==> config.mk <==
export PLATFORM = sky130hd
export DESIGN_NAME = cmvn_seq
export DESIGN_NICKNAME = d
export VERILOG_FILES = /design/src/rtl/cmvn_seq.sv
export SDC_FILE = /design/constraint.sdc
export NUM_CORES = 1
export LEC_CHECK = 0
export CAP_MARGIN = 20
export CORE_AREA = 3 3 81 141
export DETAILED_ROUTE_END_ITERATION = 16
export DIE_AREA = 0 0 84 144
export HOLD_SLACK_MARGIN = 0.03
export PLACE_DENSITY = 0.83
export RECOVER_POWER = 50
export SYNTH_ARGS = -nofsm -noshare
export SYNTH_HDL_FRONTEND = slang
export SYNTH_SLANG_ARGS = --single-unit
==> constraint.sdc <==
create_clock -name clk -period 2.7 [get_ports clk]
set_clock_uncertainty 0.2 [all_clocks]
set_input_delay 0.27 -clock clk [delete_from_list [all_inputs] [get_ports clk]]
set_output_delay 0.27 -clock clk [all_outputs]
set_load 0.05 [all_outputs]
==> src/rtl/cmvn_seq.sv <==
// cmvn_seq: sequences feature samples through an external CMVN datapath into the normalized buffer.
// Optional WAIT-state timeout with err pulse enabled by defining CMVN_SEQ_TIMEOUT_EN.
module cmvn_seq #(
    parameter int NUM_COEF   = 20,
    parameter int MAX_FRAMES = 50,
    parameter int CMVN_LAT   = 3,
    parameter int TIMEOUT    = 64
) (
    input  logic        clk,
    input  logic        rst_n,
    input  logic        start,
    input  logic        abort,
    input  logic [5:0]  num_frames,
    output logic        feat_rd_en,
    output logic [9:0]  feat_rd_addr,
    input  logic [31:0] feat_rd_data,
    output logic        cmvn_en,
    output logic [31:0] cmvn_data,
    output logic [4:0]  cmvn_addr,
    input  logic [31:0] cmvn_out_data,
    input  logic        cmvn_out_valid,
    output logic        norm_wr_en,
    output logic [9:0]  norm_wr_addr,
    output logic [31:0] norm_wr_data,
    output logic        busy,
    output logic        done,
    output logic        err
);
    localparam int CW   = $clog2(NUM_COEF);
    localparam int WMAX = TIMEOUT > CMVN_LAT ? TIMEOUT : CMVN_LAT;
    localparam int WW   = $clog2(WMAX + 1);
    localparam logic [WW-1:0] LAT_M1 = WW'(CMVN_LAT - 1);

    typedef enum logic [2:0] {IDLE, FETCH, LOAD, ISSUE, WAIT, WRITE, DONE} state_t;

    state_t        state_q, state_d;
    logic [CW-1:0] coef_q, coef_d;
    logic [5:0]    frame_q, frame_d, frames_q, frames_d;
    logic [WW-1:0] wait_q, wait_d;
    logic [31:0]   data_q, data_d, res_q, res_d;
    logic [4:0]    caddr_q, caddr_d;
    logic          lat_ok, exit_ok, last_coef, timeout_hit;
    logic [9:0]    addr;

    assign lat_ok    = wait_q >= LAT_M1;
    assign exit_ok   = lat_ok && cmvn_out_valid;
    assign last_coef = coef_q == CW'(NUM_COEF - 1);
    assign addr      = 10'(frame_q) * 10'(NUM_COEF) + 10'(coef_q);
`ifdef CMVN_SEQ_TIMEOUT_EN
    localparam logic [WW-1:0] TO_M1 = WW'(TIMEOUT - 1);
    assign timeout_hit = state_q == WAIT && !exit_ok && wait_q >= TO_M1;
`else
    assign timeout_hit = 1'b0;
`endif

    // next-state and datapath register updates; abort overrides every other transition
    always_comb begin
        state_d  = state_q;
        coef_d   = coef_q;
        frame_d  = frame_q;
        frames_d = frames_q;
        wait_d   = wait_q;
        data_d   = data_q;
        res_d    = res_q;
        caddr_d  = caddr_q;
        case (state_q)
            IDLE: if (start) begin
                frames_d = num_frames > 6'(MAX_FRAMES) ? 6'(MAX_FRAMES) : num_frames;
                coef_d   = '0;
                frame_d  = '0;
                state_d  = FETCH;
            end
            FETCH: state_d = frames_q == '0 ? DONE : LOAD;
            LOAD: begin
                data_d  = feat_rd_data;
                caddr_d = 5'(coef_q);
                state_d = ISSUE;
            end
            ISSUE: begin
                wait_d  = '0;
                state_d = WAIT;
            end
            WAIT: begin
                wait_d  = wait_q == '1 ? wait_q : wait_q + WW'(1);
                res_d   = exit_ok ? cmvn_out_data : res_q;
                state_d = exit_ok ? WRITE : timeout_hit ? IDLE : WAIT;
            end
            WRITE: begin
                coef_d  = last_coef ? '0 : coef_q + CW'(1);
                frame_d = last_coef ? frame_q + 6'd1 : frame_q;
                state_d = (last_coef && frame_q == frames_q - 6'd1) ? DONE : FETCH;
            end
            default: state_d = IDLE;
        endcase
        if (abort && state_q != IDLE) state_d = IDLE;
    end

    // state and datapath registers, cleared asynchronously
    always_ff @(posedge clk or negedge rst_n) begin
        if (!rst_n) begin
            state_q  <= IDLE;
            coef_q   <= '0;
            frame_q  <= '0;
            frames_q <= '0;
            wait_q   <= '0;
            data_q   <= '0;
            res_q    <= '0;
            caddr_q  <= '0;
        end else begin
            state_q  <= state_d;
            coef_q   <= coef_d;
            frame_q  <= frame_d;
            frames_q <= frames_d;
            wait_q   <= wait_d;
            data_q   <= data_d;
            res_q    <= res_d;
            caddr_q  <= caddr_d;
        end
    end

    assign busy         = state_q != IDLE;
    assign feat_rd_en   = state_q == FETCH && frames_q != '0;
    assign feat_rd_addr = addr;
    assign cmvn_en      = state_q == ISSUE;
    assign cmvn_data    = data_q;
    assign cmvn_addr    = caddr_q;
    assign norm_wr_en   = state_q == WRITE && !abort;
    assign norm_wr_addr = addr;
    assign norm_wr_data = res_q;
    assign done         = state_q == DONE && !abort;
    assign err          = timeout_hit && !abort;
endmodule

==> impl_metrics.toml <==
[finish]
fillers = 761
antenna_cells = 0
layout_commonest_cell = "clkdlybuf4s50_1"
syn_to_final_growth_pct = 49.6
utilization_pct = 67.1
final_cell_mix = "clkdlybuf4s50_1 (149), dfrtp_1 (96), mux2_2 (70), nand2_1 (26), buf_4 (19)"
multi_input_area_um2 = 2140
layout-drive-gt1-share_pct = 24.9
ff_latch_area_um2 = 2400
nets = 644

[route]
antenna_left = 0
num_vias = 3531
drtPass1Iterations = 4
via_per_inst = 5.18
drc = 0
routedWlPerCell_um = 17.1
wl_um = 11700
drtIter0Drc = 195

[global_route]
antenna_found_initial = 0
grt_max_degree = 51
gr-usage-all-layers_pct = 19.4
grt_overflow_total = 0
grt_pass1_wl_um = 18600
first_global_vias = 3897

[sta]
finalMaxSlewViolations = 0
finalCriticalPeriod_ps = 3050
rsz0062_at_grt = "true"
clock.fmax_ghz = 0.328
setup_violations = 8
final.setup.worst_slack_ps = -345
relSlewSlack_pct = 22.9
finalHoldViolCount = 0
post-route-period-util_pct = 113
max_slew.worst_pin.slew_ps = 1160

[critical_path]
critPathSlowestCell = "dfrtp_1"
crit_fanout = 3
critPathLaunchType = "flop"
path_cells = "ha_1 > ha_2 > inv_2 > fa_2 > xor2_4 > nand3b_1 > xnor2_4 > buf_12"
arrival_ps = 2580
critPathKind = "reg -> out"
critical_path_required_ps = 2230
crit_path_max_incr_delay_ps = 390
end_kind = "output port"

[run_status]
status = "finished with violations"
violations = "negative setup slack"

[logic_synthesis]
synth_fa_ha_area_share_pct = 5.44
synth-xor-area-share_pct = 4.53
synthSimpleGateAreaFrac_pct = 10.0
synth_area_um2 = 4640
synth.avg_cell_area_um2 = 12.3
ys_async_sr_fraction_pct = 100
yosys_register_bits = 96
synth_ff_type = "dfrtp_1"
synth_largest_area_cell = "dfrtp_1"
synth-edff-count = 0
syn-num-nets = 471
yosysSeqAreaShare_pct = 51.7
synth_top_family_by_area = "multiplexers"
synthTopCellsByArea = "dfrtp_1 (52%), mux2_2 (17%), ha_1 (4.6%)"
yosysWarningCount = 0
synth_compound_area_share_pct = 5.44
synth_top_cell_area_share_pct = 51.7
ys_types = 47
postSynthCellCount = 377
synth_mux_area_share_pct = 17.6

[place]
hpwlAfterDp_um = 9020
io_buffers = 168
gp_congestion = 0.803

[hold_path]
hold_class = "in -> reg"

[cts]
path_clk_slew_ps = 60
clock_path_buffers = 2
cts-root-buf = "clkbuf_16"
clk_latency_ps = 340
cts_tree = "yes"
cts_inserted_buffers = 9
cts.sinks = 96
cts_max_level = 3

[die]
num_rows = 49
start_util_pct = 44.8
coreArea_um2 = 10400
fp.dieW_um = 84
dieArea_um2 = 12100
dieHeight_um = 144
ioPinCount = 170

[power]
p_per_area_nw_per_um2 = 1000
total_power_mw = 6.95
vdd_drop_max_mv = 0.692
leakagePower_nw = 3.15

[run]
drv_cap = 0
==> registers in the layout (all words and copies together), names as in the netlist <==
register and cells:
cmvn_addr 5, cmvn_data 32, coef_q 5, frame_q 6
frames_q 6, norm_wr_data 32, state_q 3, wait_q 7
==> worst max-delay path, delay by kind of cell (launching register included) <==
family                     cells  cell delay [ps]
xor gates and xnor gates       2              500
adders and majority gates      3              860
buffers and inverters          2              210
DFF                            1              390
and+or+nand+nor                1              280
==> metrics by stage <==
stage	setup TNS [ps]	worst slack (ps)	cells	hold WS (ps)	instance area, um^2
after global routing	-3080	-477	682	308	6950
after floorplan	-1270	-312	377	-226	4720
after global placement	0	34.0	663	119	6600
after CTS	-2210	-362	680	277	6920
after detailed placement	-57.3	-28.8	663	128	6600
final	-2110	-345	682	296	6950
==> cell usage after synthesis (all sizes together), types with 3 or more instances <==
cell type	instances
a31oi	3
a21o	3
nor2	19
nand4	6
dfrtp	96
mux2	70
buf	24
nor2b	3
ha	17
nor3b	5
inv	16
nand3b	3
a21oi	9
xor2	12
nor3	7
nand3	5
mux2i	3
nand2	26
xnor2	12
o21ai	11
==> cell type report <==
class                           count  area share (%)
Clock buffer                       11            3.49
Clock inverter                      5           0.576
Tap cell                          127            2.29
Timing Repair Buffer              186            27.5
Multi-Input combinational cell    241            30.7
Sequential cell                    96            34.6
Inverter                           16           0.864
==> report_power, final <==
part / total [mW] / internal (mW) / switching (mW)
Sequential: 2.22 / 1.90 / 0.325
Clock: 1.21 / 0.655 / 0.553
Combinational: 3.52 / 1.32 / 2.20
==> per-layer routing <==
metal | track usage, % | routed length, um
met1 | 19.0 | 3890
met2 | 38.0 | 6860
met3 | 4.96 | 605
met4 | 8.39 | 310
met5 | 0 | 0
==> final timing paths <==
check	start	end	slack [ps]	cells past startpoint
min reg2reg	cmvn_data[29]	cmvn_data[29]	310	1
min in group asynchronous	rst_n	cmvn_data[13]	490	2
max reg2reg	state_q[1]	cmvn_data[16]	290	3
min	num_frames[5]	frames_q[5]	300	3
max	frame_q[3]	feat_rd_addr[9]	-350	8
max in group asynchronous	rst_n	cmvn_data[27]	410	3
==> kinds of logic (layout without fill, tap and decap cells) <==
group | count (synthesis) | count (layout)
xor+xnor | 24 | 24
other cells | 1 | 1
buf+inv | 40 | 218
fa+ha+maj | 19 | 19
simple gates | 87 | 87
flops | 96 | 96
mux | 73 | 73
compound gates | 37 | 37
==> what timing repair did <==
item	in CTS	in global routing
endpoints found under the hold margin	46	0
cloned	0	0
hold buffers	1	0
buffers inserted	0	2
pin swaps	4	2
endpoints found under the setup margin	10	10
gates resized for setup	3	8
(Power assumes the default switching activity.)
